--- src/rtl/cpu_pkg.sv ---
`default_nettype none
// ============================================================================
// Module      : cpu_pkg
// Description : Types and constants shared by the fetch unit and CONTROL.
// Revision    : 1.0 - initial release
// ============================================================================
package cpu_pkg;

    localparam int          c_XLEN       = 32;
    localparam logic [31:0] c_NOP_WORD   = 32'h0000_0013;
    localparam logic        c_PC_SRC_SEQ = 1'b0;
    localparam logic        c_PC_SRC_TGT = 1'b1;

    typedef enum logic [1:0] {
        ST_IDLE = 2'd0,
        ST_REQ  = 2'd1,
        ST_WAIT = 2'd2
    } fetch_state_t;

endpackage
`default_nettype wire

--- src/rtl/fetch_pc_gen.sv ---
`default_nettype none
// ============================================================================
// Module      : fetch_pc_gen
// Description : Combinational next-PC select and word-alignment check.
// Revision    : 1.0 - initial release
// ============================================================================
module fetch_pc_gen
    import cpu_pkg::*;
#(
    parameter logic [31:0] RESET_PC = 32'h0000_0000
) (
    input  logic              i_first,
    input  logic [c_XLEN-1:0] i_pc,
    input  logic              i_pc_src,
    input  logic [c_XLEN-1:0] i_pc_target,
    output logic [c_XLEN-1:0] o_next_pc,
    output logic              o_misaligned
);

    logic [c_XLEN-1:0] w_next_pc;

    // The very first fetch always goes to the reset vector, whatever CONTROL asks.
    always_comb begin
        w_next_pc = i_pc_target;
        if (i_first) begin
            w_next_pc = RESET_PC;
        end else if (i_pc_src == c_PC_SRC_SEQ) begin
            w_next_pc = i_pc + 32'd4;
        end
    end

    assign o_next_pc    = w_next_pc;
    assign o_misaligned = |w_next_pc[1:0];

endmodule
`default_nettype wire

--- src/rtl/instr_fetch_unit.sv ---
`default_nettype none
// ============================================================================
// Module      : instr_fetch_unit
// Description : Multi-cycle instruction fetch engine (IDLE/REQ/WAIT) with timeout.
// Revision    : 1.0 - initial release
// ============================================================================
module instr_fetch_unit
    import cpu_pkg::*;
#(
    parameter logic [31:0] RESET_PC = 32'h0000_0000,
    parameter int          TIMEOUT  = 8,
    parameter logic [31:0] NOP_WORD = cpu_pkg::c_NOP_WORD
) (
    input  logic        clk,
    input  logic        rstn,
    input  logic        fetch_req,
    input  logic        pc_src,
    input  logic [31:0] pc_target,
    output logic [31:0] instr,
    output logic        instr_valid,
    output logic [31:0] pc_out,
    output logic        busy,
    output logic        fetch_err,
    output logic        mem_req,
    output logic [31:0] mem_addr,
    input  logic        mem_rvalid,
    input  logic [31:0] mem_rdata
);

    localparam logic [7:0] c_TMO_LAST = 8'(TIMEOUT - 1);

    fetch_state_t r_state, w_state_d;
    logic [31:0]  r_pc, w_pc_d, r_instr, w_instr_d, r_pending, w_pending_d;
    logic [31:0]  r_mem_addr, w_mem_addr_d;
    logic [7:0]   r_cnt, w_cnt_d;
    logic         r_first, w_first_d, r_valid, w_valid_d, r_err, w_err_d;
    logic         r_mem_req, w_mem_req_d, r_busy, w_busy_d;
    logic [31:0]  w_next_pc;
    logic         w_misaligned;

    fetch_pc_gen #(
        .RESET_PC (RESET_PC)
    ) u_pc_gen (
        .i_first      (r_first),
        .i_pc         (r_pc),
        .i_pc_src     (pc_src),
        .i_pc_target  (pc_target),
        .o_next_pc    (w_next_pc),
        .o_misaligned (w_misaligned)
    );

    always_comb begin
        w_state_d    = r_state;
        w_pc_d       = r_pc;
        w_instr_d    = r_instr;
        w_pending_d  = r_pending;
        w_first_d    = r_first;
        w_cnt_d      = r_cnt;
        w_mem_addr_d = r_mem_addr;
        w_valid_d    = 1'b0;
        w_err_d      = 1'b0;
        w_mem_req_d  = 1'b0;
        case (r_state)
            ST_IDLE: begin
                if (fetch_req) begin
                    if (w_misaligned) begin
                        w_err_d = 1'b1;
                    end else begin
                        w_pending_d  = w_next_pc;
                        w_first_d    = 1'b0;
                        w_mem_req_d  = 1'b1;
                        w_mem_addr_d = w_next_pc;
                        w_state_d    = ST_REQ;
                    end
                end
            end
            ST_REQ: begin
                w_cnt_d   = 8'd0;
                w_state_d = ST_WAIT;
            end
            ST_WAIT: begin
                // Data arriving on the expiry cycle still counts as a hit.
                if (mem_rvalid) begin
                    w_instr_d = mem_rdata;
                    w_pc_d    = r_pending;
                    w_valid_d = 1'b1;
                    w_state_d = ST_IDLE;
                end else if (r_cnt == c_TMO_LAST) begin
                    w_err_d   = 1'b1;
                    w_state_d = ST_IDLE;
                end else begin
                    w_cnt_d = r_cnt + 8'd1;
                end
            end
            default: w_state_d = ST_IDLE;
        endcase
        w_busy_d = (w_state_d != ST_IDLE);
    end

    always_ff @(posedge clk or negedge rstn) begin
        if (!rstn) begin
            r_state    <= ST_IDLE;
            r_pc       <= RESET_PC;
            r_instr    <= NOP_WORD;
            r_pending  <= RESET_PC;
            r_first    <= 1'b1;
            r_cnt      <= 8'd0;
            r_mem_addr <= 32'd0;
            r_valid    <= 1'b0;
            r_err      <= 1'b0;
            r_mem_req  <= 1'b0;
            r_busy     <= 1'b0;
        end else begin
            r_state    <= w_state_d;
            r_pc       <= w_pc_d;
            r_instr    <= w_instr_d;
            r_pending  <= w_pending_d;
            r_first    <= w_first_d;
            r_cnt      <= w_cnt_d;
            r_mem_addr <= w_mem_addr_d;
            r_valid    <= w_valid_d;
            r_err      <= w_err_d;
            r_mem_req  <= w_mem_req_d;
            r_busy     <= w_busy_d;
        end
    end

    assign instr       = r_instr;
    assign instr_valid = r_valid;
    assign pc_out      = r_pc;
    assign busy        = r_busy;
    assign fetch_err   = r_err;
    assign mem_req     = r_mem_req;
    assign mem_addr    = r_mem_addr;

endmodule
`default_nettype wire

--- config.mk ---
export PLATFORM = sky130hd
export DESIGN_NAME = instr_fetch_unit
export DESIGN_NICKNAME = d
export VERILOG_FILES = /design/src/rtl/cpu_pkg.sv /design/src/rtl/fetch_pc_gen.sv /design/src/rtl/instr_fetch_unit.sv
export SDC_FILE = /design/constraint.sdc
export NUM_CORES = 1
export LEC_CHECK = 0
export BUFFER_PORTS_ARGS = -buffer_cell sky130_fd_sc_hd__buf_4
export CAP_MARGIN = 15
export CORE_MARGIN = 5
export CORE_UTILIZATION = 55
export DETAILED_ROUTE_END_ITERATION = 7
export PLACE_DENSITY_LB_ADDON = 0.1
export SLEW_MARGIN = 30
export SYNTH_ARGS = -nofsm -noshare
export SYNTH_HDL_FRONTEND = slang
export SYNTH_SLANG_ARGS = --single-unit
--- constraint.sdc ---
create_clock -name clk -period 4.7 [get_ports clk]
set_clock_uncertainty 0.15 [all_clocks]
set_input_delay 0.705 -clock clk [delete_from_list [all_inputs] [get_ports clk]]
set_output_delay 0.705 -clock clk [all_outputs]
set_load 0.01 [all_outputs]
# Word level (Yosys, flattened, before mapping)
# Cells that the tools add are included.
totals:
  ff_bits: 111
  latchBits: 0
  ram_bits: 0
  rom_bits: 0
  input_bits: 69
  out_inout_bits: 100
  memories: 0
op_classes:
  addsub: 2
  mul: 0
  div_mod_pow: 0
  n_lt_le_gt_ge: 0
  n_eq_ne: 5
  shift: 0
  mux: 20
  bitwise: 1
  n_reduce_logical: 7
op_table:
  columns: ["op", "n"]
  rows:
  - ["32-bit 2-to-1 mux", 2]
  - ["32-bit by 3-bit adder with 32-bit output (second input constant)", 1]
  - ["8-bit 2-to-1 mux", 2]
  - ["8-bit one-hot mux with 2 select lines", 1]
  - ["1-bit 2-to-1 mux", 9]
  - ["8-bit by 1-bit adder with 8-bit output (second input constant)", 1]
  - ["8-bit by 3-bit == test with 1-bit output (second input constant)", 1]
  - ["2-bit 2-to-1 mux", 4]
  - ["2-bit one-hot mux with 3 select lines", 1]
  - ["3-bit AND reduction", 2]
  - ["2-bit != test (second input constant)", 2]
  - ["2-bit nonzero test", 2]
  - ["2-bit by 1-bit == test with 1-bit output (second input constant)", 1]
  - ["2-bit == test (second input constant)", 1]
  - ["2-bit logical NOT", 1]
  - ["1-bit one-hot mux with 2 select lines", 1]
  - ["2-bit AND reduction", 1]
  - ["2-bit OR reduction", 1]
  - ["1-bit NOT", 1]

# Longest topological paths before layout
logic_depth:
  word_depth: 8
  ltp_mapped: 7
  mapped_depth_nobuf: 6

# Cells and area by module
# From an unflattened synthesis, not the netlist that was laid out.
hier_totals:
  hier_cells: 580
  hier_area_um2: 5398.9
by_module_without_submodules:
  columns: ["module", "n_inst", "cells_each", "area_per_inst_um2", "seq_area_each_um2"]
  rows:
  - ["instr_fetch_unit", 1, 399, 4276.6, 2782.7]
  - ["fetch_pc_gen", 1, 181, 1122.3, 0.0]

# Worst setup path before layout
# OpenSTA, ideal clock, no wires.
synth_timing:
  path_type: "input -> register"
  start: "in pc_src"
  end: "reg r_mem_addr[17], in the netlist mem_addr[17]"
  setup_time_ps: 121
  t_arrival_ps: 1772
  setup_slack_ps: 2657
  cell_stages: 6
  n_path_buf: 2
  path_cell_list: "buf_4 nor3b_2 o31ai_4 buf_2 nor3_1 a22o_1"
synth_between:
  elab_chain_len: 5
synth_lines:
  columns: ["element", "line", "text"]
  rows:
  - ["from (decl)", "instr_fetch_unit.sv:17", "input logic pc_src,"]
  - ["32-bit 2-to-1 mux (*)", "fetch_pc_gen.sv:27", "end else if (i_pc_src == c_PC_SRC_SEQ) begin"]
  - ["32-bit 2-to-1 mux (*)", "fetch_pc_gen.sv:25", "if (i_first) begin"]
  - ["2-bit OR reduction", "fetch_pc_gen.sv:33", "assign o_misaligned = |w_next_pc[1:0];"]
  - ["1-bit NOT (no line)", null, null]
  - ["3-bit AND reduction (no line)", null, null]
  - ["to (signal assigned)", "instr_fetch_unit.sv:120", "r_mem_addr <= w_mem_addr_d;"]
  - ["to (decl)", "instr_fetch_unit.sv:34", "logic [31:0] r_mem_addr, w_mem_addr_d;"]
# Mark *: on every way between the ends. The rest lies on a longest branch, timed or not.
# A chain may end at the register's enable or synchronous reset.

# Worst setup path in the final report
layout_timing:
  start: "in pc_src"
  end: "reg r_mem_addr[30], in the netlist mem_addr[30]"
# The elaborated chain is that of the path after synthesis.

==> summary.md <==
| Metric | Value |
|---|---|
| Layout area overhead | 29.4% |
| Footprint of the multi-input gates | ~0.0022 mm2 |
| Syn avg cell area | 9.16 um2 |
| TritonRoute pass-1 iters | 5 |
| IO buf count | 168 |
| Residual DRC count | 0 |
| Achievable Freq | 0.398 GHz |
| Core outline area | 0.00920 mm2 |
| CP Launch Type | input pin |
| Multiplexer area fraction after synthesis | 0.798% |
| Site row count | 35 |
| Number of cells on the worst reg-to-reg path | 5 |
| CTS tree | built |
| Maxcap violations | 0 |
| Setup crit end kind | register |
| Final std cells w/o fill | 833 |
| Warnings from Yosys | 0 |
| First-pass GRT wire length | ~23 mm |
| Initial antenna violation count | 0 |
| Mapped Area | 0.00518 mm2 |
| Xor/xnor share of the synthesized area | 5.08% |
| Tcrit/Tclk final | 53.4% |
| Largest family of logic cells by synthesized area | simple AND/OR/NAND/NOR gates |
| Post-CTS Resized | 0 |
| GRT overflow | 0 |
| IO Count | about 170 |
| Register area | ~0.0028 mm2 |
| Post-Synth Simple-Gate Area | between 20 and 30% |
| Total CTS buffers | 9 |
| Detailed-route via count | 4556 |
| Largest net degree at the start of global routing | 83 |
| Register area share after synthesis | 53.8% |
| Synth async-reset ratio | 100% |
| Worst-path clk slew | approximately 0.10 ns |
| Layout cells sized above 1 | between 20% and 30% |
| GP Congestion | 0.859 |
| R2R Path Start | r_state[0] |
| Hold Fails Final Rpt | 0 |
| Vias in the first global route | 4575 |
| Fin util | 72.8% |
| Power Dens Cells | 560 mW/mm2 |
| Diodes inserted | 0 |
| Main synth FF type | dfrtp_1 |
| Post-Syn Nets | around 640 |
| Global router's overall resource usage | 24.6% |
| Leakage | 3.43 nW |
| Critical path peak fanout | 27 |
| Max-slew violation count | 0 |
| CP required | 4.82 ns |
| Relative slew slack | 39.1% |
| Routed wire length | 13.7 mm |
| Final setup violation count | 0 |
| CP Cell Sequence | buf_4 -> nor3b_2 -> o31ai_4 -> nor2_2 -> nand2_2 -> o211ai_1 |
| Post-synthesis compound-gate area fraction | 8.27% |
| Pwr Total | 0.00375 W |
| Critical Path AT | between 2 and 3 ns |
| Die height | 107 um |
| Fin nets | 788 |
| Clk buf depth | 2 |
| FF+latch count, synth | 111 |
| Peak supply drop | roughly 0.00028 V |
| H-tree depth | 3 |
| Clock Latency Late Sink | ~0.36 ns |
| DIE WIDTH | 107 um |
| Distinct cells, synth | 54 |
| Hold WS | about 0.2 ns |
| Mapped Cells | 565 |
| Slowest stage delay, CP | ~0.50 ns |
| Area of the die | 0.0115 mm2 |
| ANT nets after route | 0 |
| Critical Path Start | pc_src |
| Post-Synth Adder-Cell Area | 0.483% |
| Post-DP HPWL | 9.77 mm |
| Root Driver | clkbuf_8 |
| Status | completed |
| Period minus WS final | 2.51 ns |
| Post CTS Setup Buffer Count | 0 |
| Unrepaired setup endpoints after global routing | false |
| Placed Cells | 817 |
| Post-synth EDFFs | 0 |
| Setup_tns | 0 ns |
| Routed wire per std cell | 16.5 um |
| Crit Path Class | input pin to register |
| Actual slew at the worst max-slew pin | 0.911 ns |
| CTS hold repair buffers | 0 |
| Initial core utilization | between 50% and 60% |
| Fillers | 698 |
| Sink Count | 111 |
| Hold crit path type | input pin to asynchronous set/reset pin |
| 1st-iter DRT viols | approximately 210 |
| DR vias/cell | roughly 5.5 |
| Slowest CP cell | nor2_2 |
-- routing by layer --
metal	vias up	routed length, um	track usage [%]
li1	2161	-	-
met1	2190	5730	32.6
met2	180	6580	40.2
met3	25	1190	6.20
met4	0	243	7.40
met5	-	0	0
-- cell usage after synthesis, drive strengths merged, types with 4 or more instances --
cell	n	area, um2
dfrtp	107	2680
a22o	9	78.8
xor2	22	193
o21ai	18	90.1
nand2	225	847
nor2	22	87.6
inv	9	33.8
o31ai	4	57.6
o211ai	13	103
nor3	10	60.1
xnor2	8	70.1
clkbuf	16	60.1
and3	7	43.8
nand4	13	103
nand3	24	125
buf	14	71.3
dfstp	4	105
-- state kept, by name (all words and copies together) (netlist names) --
signal,cells
busy,1
fetch_err,1
instr,32
instr_valid,1
mem_addr,32
mem_req,1
pc_out,32
r_cnt,8
r_first,1
r_state,2
-- layout make-up --
type,count,area share (%)
sequential,111,41.5
multi-input combinational,414,33.2
timing repair buffer,171,19.2
clock buffer,13,2.37
tap,111,2.07
clock inverter,3,0.971
inverter,10,0.598
-- through the flow --
stage,cell area [um2],setup WS [ns]
detailed placement,6470,1.84
finish,6700,2.19
CTS,6700,2.18
floorplan,5180,2.66
global placement,6470,2.00
global route,6700,2.05
-- where the power goes --
group / total, W / internal, W / switching [W]
Clock: 0.000636 / 0.000330 / 0.000306
Sequential: 0.00172 / 0.00133 / 0.000393
Combinational: 0.00139 / 0.000719 / 0.000674
-- placed cells by master (no fill, tap or decap), drive strengths merged, types with 4 or more instances in the layout --
master  Yosys  layout
a22o        9       9
and3        7       7
buf        14     171
clkbuf     16      13
dfrtp     107     107
dfstp       4       4
inv         9       9
nand2     225     225
nand3      24      24
nand4      13      13
nor2       22      22
nor3       10      10
o211ai     13      13
o21ai      18      18
o31ai       4       4
xnor2       8       8
xor2       22      22
-- worst paths after layout --
kind	to	slack [ns]
max	mem_addr[30]	2.19
max in group asynchronous	mem_addr[22]	3.30
min	pc_out[4]	0.20
max reg2reg	mem_addr[30]	2.32
min in group clk	instr[4]	0.32
min reg2reg	instr[4]	0.32
-- worst max-delay path: cells and delay by family --
family                 cells  cell delay, ns
AO/OA/AOI/OAI              2            0.46
buffers and inverters      1            0.26
AND/OR/NAND/NOR            3            1.18
-- logic make-up after synthesis --
| family | Yosys count |
|---|---|
| AND/OR/NAND/NOR | 323 |
| flip-flops | 111 |
| AO/OA/AOI/OAI | 55 |
| buffers and inverters | 40 |
| XOR/XNOR | 30 |
| multiplexers | 4 |
| adder cells (fa/ha/maj) | 2 |
Note: power is estimated with default switching activity, not from simulation.
